$ cat config.mk
export PLATFORM = sky130hd
export DESIGN_NAME = demux2_stream
export DESIGN_NICKNAME = d
export VERILOG_FILES = /design/src/rtl/demux2_pkg.sv /design/src/rtl/demux2_fifo.sv /design/src/rtl/demux2_stream.sv
export SDC_FILE = /design/constraint.sdc
export NUM_CORES = 1
export LEC_CHECK = 0
export ABC_AREA = 0
export CORE_ASPECT_RATIO = 1.25
export CORE_MARGIN = 2
export CORE_UTILIZATION = 45
export CTS_CLUSTER_DIAMETER = 80
export DETAILED_ROUTE_END_ITERATION = 8
export GPL_TIMING_DRIVEN = 0
export HOLD_SLACK_MARGIN = 0.03
export SLEW_MARGIN = 20
export SYNTH_ARGS = -nofsm -noshare
export SYNTH_HDL_FRONTEND = slang
export SYNTH_SLANG_ARGS = --single-unit
$ cat constraint.sdc
create_clock -name iCLOCK -period 3.1 [get_ports iCLOCK]
set_input_delay 0.31 -clock iCLOCK [delete_from_list [all_inputs] [get_ports iCLOCK]]
set_output_delay 0.31 -clock iCLOCK [all_outputs]
set_load 0.01 [all_outputs]
$ cat src/rtl/demux2_pkg.sv
// Shared encodings for the two-way byte-stream demultiplexer.
package demux2_pkg;

    // One bit is enough: either between packets or inside one.
    typedef enum logic {
        STATE_IDLE = 1'b0,
        STATE_PKT  = 1'b1
    } state_e;

    localparam logic LANE0 = 1'b0;
    localparam logic LANE1 = 1'b1;

endpackage

$ cat src/rtl/demux2_fifo.sv
// Small synchronous FIFO used as the per-lane buffer of demux2_stream.
module demux2_fifo #(
    parameter int WIDTH = 9,
    parameter int DEPTH = 4
) (
    input  logic                     clk_i,
    input  logic                     rst_ni,
    input  logic                     push_i,
    input  logic [WIDTH-1:0]         wdata_i,
    input  logic                     pop_i,
    output logic [WIDTH-1:0]         rdata_o,
    output logic                     full_o,
    output logic                     empty_o,
    output logic [$clog2(DEPTH):0]   count_o
);
    localparam int AW = $clog2(DEPTH);
    localparam int CW = AW + 1;
    localparam logic [CW-1:0] FULL_CNT = CW'(DEPTH);

    logic [WIDTH-1:0] mem_q [DEPTH];
    logic [AW-1:0]    wr_ptr_q, wr_ptr_d;
    logic [AW-1:0]    rd_ptr_q, rd_ptr_d;
    logic [CW-1:0]    count_q, count_d;
    logic             push_ok;
    logic             pop_ok;

    assign full_o  = (count_q == FULL_CNT);
    assign empty_o = (count_q == '0);
    assign count_o = count_q;
    assign rdata_o = mem_q[rd_ptr_q];

    // A full FIFO refuses the push even when a pop happens the same cycle.
    assign push_ok = push_i && !full_o;
    assign pop_ok  = pop_i && !empty_o;

    // Pointer and occupancy next-state.
    always_comb begin
        wr_ptr_d = wr_ptr_q;
        rd_ptr_d = rd_ptr_q;
        count_d  = count_q;
        if (push_ok) wr_ptr_d = wr_ptr_q + 1'b1;
        if (pop_ok)  rd_ptr_d = rd_ptr_q + 1'b1;
        case ({push_ok, pop_ok})
            2'b10:   count_d = count_q + 1'b1;
            2'b01:   count_d = count_q - 1'b1;
            default: count_d = count_q;
        endcase
    end

    // Pointer/count registers.
    always_ff @(posedge clk_i or negedge rst_ni) begin
        if (!rst_ni) begin
            wr_ptr_q <= '0;
            rd_ptr_q <= '0;
            count_q  <= '0;
        end else begin
            wr_ptr_q <= wr_ptr_d;
            rd_ptr_q <= rd_ptr_d;
            count_q  <= count_d;
        end
    end

    // Storage; cleared on reset so the lane head reads zero afterwards.
    always_ff @(posedge clk_i or negedge rst_ni) begin
        if (!rst_ni) begin
            for (int i = 0; i < DEPTH; i++) mem_q[i] <= '0;
        end else if (push_ok) begin
            mem_q[wr_ptr_q] <= wdata_i;
        end
    end
endmodule

$ cat src/rtl/demux2_stream.sv
// Two-way packet demultiplexer: whole packets are steered to lane 0 or lane 1
// by the select bit on their first beat, each lane buffered by its own FIFO.
module demux2_stream
    import demux2_pkg::*;
#(
    parameter int DATA_WIDTH = 8,
    parameter int DEPTH      = 4
) (
    input  logic                  iCLOCK,
    input  logic                  inRESET,
    input  logic [DATA_WIDTH-1:0] iDATA,
    input  logic                  iLAST,
    input  logic                  iSELECT,
    input  logic                  iVALID,
    output logic                  oREADY,
    output logic [DATA_WIDTH-1:0] oDATA0,
    output logic                  oLAST0,
    output logic                  oVALID0,
    input  logic                  iREADY0,
    output logic [DATA_WIDTH-1:0] oDATA1,
    output logic                  oLAST1,
    output logic                  oVALID1,
    input  logic                  iREADY1,
    output logic                  oBUSY
);
    localparam int W  = DATA_WIDTH + 1;
    localparam int CW = $clog2(DEPTH) + 1;

    state_e        state_q, state_d;
    logic          sel_q, sel_d;
    logic          target;
    logic          accept;
    logic          push0, push1;
    logic          pop0, pop1;
    logic          full0, full1;
    logic          empty0, empty1;
    logic [CW-1:0] count0, count1;
    logic [W-1:0]  head0, head1;

    // Lane choice and readiness: only FIFO occupancy gates oREADY, never iREADYx.
    always_comb begin
        target = (state_q == STATE_PKT) ? sel_q : iSELECT;
        oREADY = inRESET && !((target == LANE1) ? full1 : full0);
        accept = iVALID && oREADY;
        push0  = accept && (target == LANE0);
        push1  = accept && (target == LANE1);
        pop0   = iREADY0 && !empty0;
        pop1   = iREADY1 && !empty1;
    end

    // Packet FSM next-state: the lane is latched on a non-final first beat.
    always_comb begin
        state_d = state_q;
        sel_d   = sel_q;
        case (state_q)
            STATE_IDLE: begin
                if (accept && !iLAST) begin
                    state_d = STATE_PKT;
                    sel_d   = iSELECT;
                end
            end
            STATE_PKT: begin
                if (accept && iLAST) state_d = STATE_IDLE;
            end
            default: state_d = STATE_IDLE;
        endcase
    end

    // FSM and lane-select registers; reset discards any partial packet.
    always_ff @(posedge iCLOCK or negedge inRESET) begin
        if (!inRESET) begin
            state_q <= STATE_IDLE;
            sel_q   <= LANE0;
        end else begin
            state_q <= state_d;
            sel_q   <= sel_d;
        end
    end

    demux2_fifo #(.WIDTH(W), .DEPTH(DEPTH)) u_fifo0 (
        .clk_i   (iCLOCK),
        .rst_ni  (inRESET),
        .push_i  (push0),
        .wdata_i ({iDATA, iLAST}),
        .pop_i   (pop0),
        .rdata_o (head0),
        .full_o  (full0),
        .empty_o (empty0),
        .count_o (count0)
    );

    demux2_fifo #(.WIDTH(W), .DEPTH(DEPTH)) u_fifo1 (
        .clk_i   (iCLOCK),
        .rst_ni  (inRESET),
        .push_i  (push1),
        .wdata_i ({iDATA, iLAST}),
        .pop_i   (pop1),
        .rdata_o (head1),
        .full_o  (full1),
        .empty_o (empty1),
        .count_o (count1)
    );

    assign oDATA0  = head0[W-1:1];
    assign oLAST0  = head0[0];
    assign oVALID0 = (count0 != '0);
    assign oDATA1  = head1[W-1:1];
    assign oLAST1  = head1[0];
    assign oVALID1 = (count1 != '0);
    assign oBUSY   = (state_q == STATE_PKT);
endmodule

[After elaboration in Yosys (flattened, before gate mapping)]
Cells that the tools add are included.
Operators by class
  add/subtract/negate cells: 8
  magnitude comparators: 6
  equal/unequal tests: 6
  muxes and demuxes: 19
  bitwise operators: 6
  reductions and logical operators: 27
Operators with widths (count)
  bitwise mux 36 bit: 2
  two-way mux 9 bit: 6
  binary-select mux 9 bit (select 2 bit): 2
  demux 9 bit (select 2 bit): 2
  logical AND 1 bit: 14
  greater-or-equal comparator 3 bit, second input constant: 4
  inverter 2 -> 3 bit: 4
  case mux 3 bit (2 select lines): 2
  adder 2 x 1 -> 2 bit, second input constant: 4
  adder 3 x 1 -> 3 bit, second input constant: 2
  equality test 3 bit, second input constant: 2
  logical NOT 1 bit: 6
  logical NOT 3 bit: 2
  less-than comparator 3 x 1 -> 1 bit, second input constant: 2
  nonzero test 3 bit: 2
  subtractor 3 x 1 -> 3 bit, second input constant: 2
  equality test 2 x 1 -> 1 bit, second input constant: 2
  equality test 2 bit, second input constant: 2
  two-way mux 1 bit: 4
  nonzero test 2 bit: 2
  inverter 1 bit: 2
  case mux 1 bit (2 select lines): 1
  AND reduction 2 bit: 1
Storage, ports and cells
  register bits: 88
  output and inout port bits: 22

[Logic depth before layout (Yosys ltp)]
Gate-level depths: netlist of the first run.
  word-level depth: 9
  mapped depth: 9

[Hierarchy]
A second synthesis of the first run with hierarchy kept.
Second synthesis, totals
  cells, all modules: 269
  area total of the unflattened synthesis: 4095.2 um^2
Modules (own cells, without submodules)
  demux2_fifo: instances 2, cells an instance 123, area an instance 1951.9 um^2, sequential area each 1076.0 um^2
  demux2_stream: instances 1, cells an instance 23, area an instance 191.4 um^2, sequential area each 50.0 um^2

[Worst setup path before layout of the first run]
No wires, ideal clock.
  kind: register to register
  start point: register with a tool-made name
  end point: register u_fifo0.count_q[1] (netlist: u_fifo0.count_o[1])
  library setup time: 0.083 ns
  arrival: 2.196 ns
  required time: 3.017 ns
  path slack: 0.822 ns
  stages on the path, launching flop included: 8
  path buffers: 0
  path through: dfrtp_1 mux2i_4 nor3b_4 inv_1 ha_1 inv_1 fa_1 o21ai_0
RTL lines
  to (signal assigned): RTL line demux2_fifo.sv:59  | count_q <= count_d;
  to (decl): RTL line demux2_fifo.sv:23  | logic [CW-1:0] count_q, count_d;

[Worst setup path after layout of the first run]
  start point: input port inRESET
  end point: register u_fifo0.count_q[2] (netlist: u_fifo0.count_o[2])
Between the ends
  word-level cells in the longest chain between the ends: 6
  elaborated cells between the ends (all ways): 8
  classes of those cells: eq/ne (2); mux (1); reduce/logical (5)
RTL lines
  from (decl): RTL line demux2_stream.sv:10  | input logic inRESET,
  logical AND 1 bit (*): RTL line demux2_stream.sv:43  | oREADY = inRESET && !((target == LANE1) ? full1 : full0);
  logical AND 1 bit (*): RTL line demux2_stream.sv:44  | accept = iVALID && oREADY;
  logical AND 1 bit (*): RTL line demux2_stream.sv:45  | push0 = accept && (target == LANE0);
  logical AND 1 bit (*): RTL line demux2_fifo.sv:33  | assign push_ok = push_i && !full_o;
  equality test 2 x 1 -> 1 bit or equality test 2 bit (tied branches): RTL line demux2_fifo.sv:43  | case ({push_ok, pop_ok})
  case mux 3 bit (2 select lines) or nonzero test 2 bit (tied branches)
Mark *: on every way between the ends. The rest lies on a longest branch, timed or not.
A chain may end at the register's enable or synchronous reset.

==> results of run 1 <==
## kinds of logic after synthesis
| family | after synthesis |
|---|---|
| muxes | 95 |
| DFF | 88 |
| and+or+nand+nor | 27 |
| buffers and inverters | 18 |
| xor gates and xnor gates | 12 |
| adders and majority gates | 12 |
| AOI/OAI and AO/OA | 3 |
## layer usage
metal	share of wire	wire, um	vias up
met5	0	0	-
met1	0.44	3260	1143
met2	0.51	3760	26
met4	0.016	119	0
li1	-	-	1010
met3	0.027	195	10
## worst reg2reg max path: stages, from the launching register on
cell and delay [ns]:
dfrtp_1 0.44, mux2i_4 0.33, nor3b_4 0.59, inv_1 0.10, ha_1 0.22, inv_1 0.07
fa_1 0.17, xor2_1 0.17, nor2_1 0.07, xor2_1 0.15
## cells in the final DEF, fill, tap and decap left out, types with 3 or more instances in the layout
cell             count
dfrtp_1             88
mux2_2              65
clkdlybuf4s50_1     34
mux4_2              18
inv_1               13
clkbuf_8            11
ha_1                10
nand2_1              6
xnor2_1              6
xor2_1               6
mux2_4               5
clkbuf_1             4
nand2_4              4
nand2_2              4
and2_1               3
mux2i_1              3
o21ai_0              3
mux2_1               3
## Yosys cell counts
library cell  number  area share
nand3_1            1      0.0012
nor3b_1            2      0.0037
xor2_1             6       0.013
mux2_2            65        0.18
xnor2_1            6       0.013
fa_1               2      0.0099
or3_1              2      0.0031
nor2_1             2      0.0019
mux2_1             3      0.0083
nor4b_1            1      0.0022
mux2i_1            3      0.0074
nand2_2            4      0.0062
clkbuf_1           3      0.0028
nor3_4             1      0.0040
nand2_4            4       0.011
buf_2              2      0.0025
inv_1             13       0.012
and2_1             3      0.0046
mux2i_4            1      0.0056
mux4_2            18        0.10
dfrtp_1           88        0.54
o21ai_0            3      0.0037
nor3b_4            1      0.0046
mux2_4             5       0.019
nand2_1            6      0.0056
ha_1              10       0.031
## registers in the layout (all words and copies together) (netlist names), named ones only
name and count:
sel_q 1, u_fifo0.count_o 3, u_fifo0.mem_q 36, u_fifo0.rd_ptr_q 2, u_fifo0.wr_ptr_q 2, u_fifo1.count_o 3, u_fifo1.mem_q 36, u_fifo1.rd_ptr_q 2
u_fifo1.wr_ptr_q 2
## through the flow
step           setup TNS (ns)   util  area, um^2
5_1_grt                     0  0.551        4800
4_1_cts                     0  0.551        4800
3_3_place_gp          -400.67  0.523        4550
2_1_floorplan               0      -        4050
3_5_place_dp                0  0.526        4580
6_report                    0  0.551        4800
## power by group
part           internal, mW  total [mW]  switching [mW]  leakage [nW]
clock network         0.419       0.816           0.397         0.107
registers              1.71        2.00           0.289          1.08
logic                  1.38        2.23           0.852         0.963
total                  3.51        5.05            1.54          2.15
## final timing paths
| check | start | end | depth (start not counted) | slack, ns |
|---|---|---|---|---|
| max | inRESET | u_fifo0.count_o[2] | 11 | 0.57 |
| min | inRESET | u_fifo0.count_o[1] | 2 | 0.34 |
| max reg2reg | flop | u_fifo0.count_o[2] | 9 | 0.67 |
| min reg2reg | u_fifo1.count_o[2] | u_fifo1.count_o[2] | 1 | 0.49 |
| max in group asynchronous | inRESET | u_fifo1.rd_ptr_q[0] | 3 | 2.16 |
| min in group iCLOCK | iLAST | flop | 2 | 0.38 |
## area by class of cell
class | count | area, um^2 | share of cell area
Timing Repair Buffer | 37 | 389 | 0.0811
Buffer | 5 | 21.3 | 0.00443
Sequential cell | 88 | 2200 | 0.459
Multi-Input combinational cell | 149 | 1780 | 0.371
Inverter | 13 | 48.8 | 0.0102
Clock buffer | 12 | 155 | 0.0323
Tap cell | 120 | 150 | 0.0313
Clock inverter | 4 | 52.6 | 0.0110
## what timing repair did
action,CTS,global route
hold endpoints to repair,11,0
gates resized for setup,0,0
hold buffers,1,0
==> impl_metrics.toml, run 1 <==
[worst_hold_path]
hold_path_class = "in2async"

[global_routing]
top_usage_layer = "met2"
grtUsageMet2 = 0.273
grt.met3_usage = 0.0357
grt_overflow_total = 0
grtUsageMet1 = 0.208
grt_pass1_wl_um = 11500
antenna_found_initial = 0
first_global_vias = 2285
grt_max_degree = 78
grt_usage = 0.164

[run_status]
outcome = "finished clean"

[critical_path]
worst-path-buf-inv = 4
start_kind = "primary input"
cp.arrival_ns = 2.76
cpPeakStageDelay_ns = 0.57
cp_cell_sequence = "dlygate4sd3_1, buf_6, nand2_1, nor3b_4, inv_1, ha_1, inv_1, fa_1, xor2_1, nor2_1, xor2_1"
path_max_fanout = 15
critPathSlowestCell = "nor3b_4"
crit_type = "in2reg"
endpoint_kind = "flop"
crit_family = "buffers and inverters"
critPathRequiredTime_ns = 3.34

[clock_network]
post_cts_buffers = 0
ctsLongestPathBuffers = 2
cts_htree_levels = 3
clockRootBuffer = "clkbuf_8"
clkSinkCount = 88
clkTransAtPathRegs_ns = 0.08
cts_buffers = 9
tritoncts = "done"
clk_latency_ns = 0.35

[sta]
relSlewSlack = 0.508
skew_ns = 0.00946
finalSetupViolations = 0
period_needed_ns = 2.53
finalWorstSetupSlack_ns = 0.572
slew_violations = 0
fmax_ghz = 0.396
finalHoldViolCount = 0
max_slew.worst_pin.slew_ns = 0.737
rsz0062_at_grt = "no"
min_period_over_period = 0.815
whs_ns = 0.339

[floorplan]
core_area_um2 = 8700
die_area_um2 = 9780
die_h_um = 110
initial_core_util = 0.466
die_w_um = 88.9
row_count = 38
io_pins = 37

[layout]
fin_cells = 428
area_growth_pct = 18.4
antenna_cells = 0
nets = 330
drive_gt1_frac = 0.383
nFillCells = 744

[power]
p_per_area_nw_per_um2 = 1050
leakagePower_nw = 2.15
p_total_mw = 5.05
ir_drop_mv = 0.409

[routing]
routed_wl_um = 7340
drt-vias-per-instance = 5.11
drt_pass1_iterations = 4
ant_nets = 0
drc = 0
vias = 2189
wl_per_cell_um = 17.1
drt_iter0_drc = 108

[job]
drv_cap = 0

[placement]
place.port_buffers = 35
dpl_worst_slack_ns = 0.423
place.gp.congestion = 0.727
place_inst = 411
dp_hpwl_um = 4810

[logic_synthesis]
synthCells = 255
synth_fa_ha_area_frac = 0.0408
synth_seq_cells = 88
synth.area.mux_share = 0.321
syn_area_um2 = 4050
synth-simple-area-share = 0.0482
synth-seq-area-share = 0.544
synth.avg_cell_area_um2 = 15.9
synth_xor_area_frac = 0.0259
synth_cell_types = 26
syn-num-nets = 282
ys_warn_count = 0
synth_compound_gate_area_share = 0.00371
synth_top_family_by_area = "multiplexers"
(Power assumes the default switching activity.)
==> inputs of run 2 (changes only) <==
- clock period: 3.1 -> 2.6 ns (I/O delays scaled with it)
==> impl_metrics.toml, run 2 (synthesis results as in run 1) <==
[run_status]
outcome = "finished clean"

[critical_path]
cpPeakStageDelay_ns = 0.56
critPathSlowestCell = "mux4_2"
cp_cell_sequence = "buf_2, mux4_2, clkdlybuf4s50_1"
start_kind = "flop"
cp.arrival_ns = 2.15
critPathRequiredTime_ns = 2.34
crit_type = "reg2out"
path_max_fanout = 10
endpoint_kind = "primary output"

[layout]
final_common_cell = "dfrtp_1"
post-route-util = 0.553
area_growth_pct = 18.8
final_cell_mix = "dfrtp_1, mux2_2, clkdlybuf4s50_1"
antenna_cells = 0
reg_top3 = "u_fifo0.mem_q (36), u_fifo1.mem_q (36)"
stdcell_area_um2 = 4810
nets = 332
drive_gt1_frac = 0.387

[sta]
max_slew.worst_pin.slew_ns = 0.732
finalHoldViolCount = 0
whs_ns = 0.287
relSlewSlack = 0.512
min_period_over_period = 0.928
finalSetupViolations = 0
rsz0062_at_grt = "no"
period_needed_ns = 2.41
skew_ns = 0.00945
fmax_ghz = 0.415
tns_ns = 0
slew_violations = 0

[placement]
place_area_um2 = 4580
place.gp.congestion = 0.727
place.port_buffers = 35
dp_hpwl_um = 4810

[routing]
ant_nets = 0
drt-vias-per-instance = 5.10
drt_pass1_iterations = 3
drc = 0
wl_per_cell_um = 17.0
vias = 2192
routed_wl_um = 7320
drt_iter0_drc = 101

[clock_network]
cts_htree_levels = 3
clockRootBuffer = "clkbuf_8"
clk_latency_ns = 0.35
cts_buffers = 9
clkTransAtPathRegs_ns = 0.08
ctsLongestPathBuffers = 2
tritoncts = "done"
clkSinkCount = 88

[floorplan]
row_count = 38
die_h_um = 110
core_area_um2 = 8700
die_area_um2 = 9780
die_w_um = 88.9
initial_core_util = 0.466
io_pins = 37

[global_routing]
grt_overflow_total = 0
first_global_vias = 2285
grtUsageMet1 = 0.208
grtUsageMet2 = 0.273
top_usage_layer = "met2"
grt_max_degree = 78
antenna_found_initial = 0
grt_usage = 0.164
grt_pass1_wl_um = 11500
grt.met3_usage = 0.0357

[power]
p_per_area_nw_per_um2 = 1250
ir_drop_mv = 0.487
leakagePower_nw = 2.16
p_total_mw = 6.02

[worst_hold_path]
hold_path_class = "in2async"

[job]
drv_cap = 0
==> run 2: critical path, delay by kind of cell, from the launching register on <==
family   cells  cell delay [ns]
buf+inv      2             0.85
mux          1             0.56
flops        1             0.38
==> run 2: per-layer routing <==
| metal | share of wire | vias up |
|---|---|---|
| li1 | - | 1013 |
| met3 | 0.025 | 10 |
| met1 | 0.44 | 1145 |
| met5 | 0 | - |
| met4 | 0.016 | 0 |
| met2 | 0.51 | 24 |
==> run 2: through the flow <==
step	worst slack (ns)	cells
4_1_cts	0.122	428
2_1_floorplan	0.322	255
5_1_grt	0.0360	430
3_5_place_dp	-0.0274	411
6_report	0.188	430
3_3_place_gp	-3.86	410
==> run 2: area by class of cell <==
| class | count | area (um^2) |
|---|---|---|
| well taps | 120 | 150 |
| flip-flops and latches | 88 | 2200 |
| multi-input cells | 149 | 1780 |
| fillers | 744 | 3890 |
| clock inverters | 4 | 52.6 |
| plain buffers | 5 | 21.3 |
| clock buffers | 12 | 155 |
| inverters | 13 | 48.8 |
| repair buffers | 39 | 404 |
==> run 2: path summary, 6_finish.rpt <==
path | startpoint | to | slack, ns | cells after the start
worst max-delay path | u_fifo0.rd_ptr_q[0] | oDATA0[5] | 0.19 | 3
worst min-delay path | inRESET | u_fifo0.count_o[1] | 0.29 | 2
worst max register to register | u_fifo1.count_o[0] | u_fifo1.count_o[2] | 0.32 | 9
min in group iCLOCK | iLAST | flop | 0.33 | 2
worst min register to register | u_fifo1.count_o[2] | u_fifo1.count_o[2] | 0.49 | 1
max in group asynchronous | inRESET | u_fifo1.rd_ptr_q[0] | 1.71 | 3
==> run 2: timing repair <==
action	in CTS	in global routing
hold buffers	1	0
endpoints found under the setup margin	0	2
gates resized for setup	0	0
buffers inserted	0	2
endpoints found under the hold margin	12	0
==> run 2: where the power goes <==
group,switching (mW),internal (mW)
clock,0.474,0.499
sequential,0.344,2.04
combinational,1.02,1.65
total,1.83,4.19
==> inputs of run 3 (changes only) <==
- CAP_MARGIN: not set -> 20
==> results of run 3 <==
The final DEF is identical to that of run 2; final timing and power are the same.
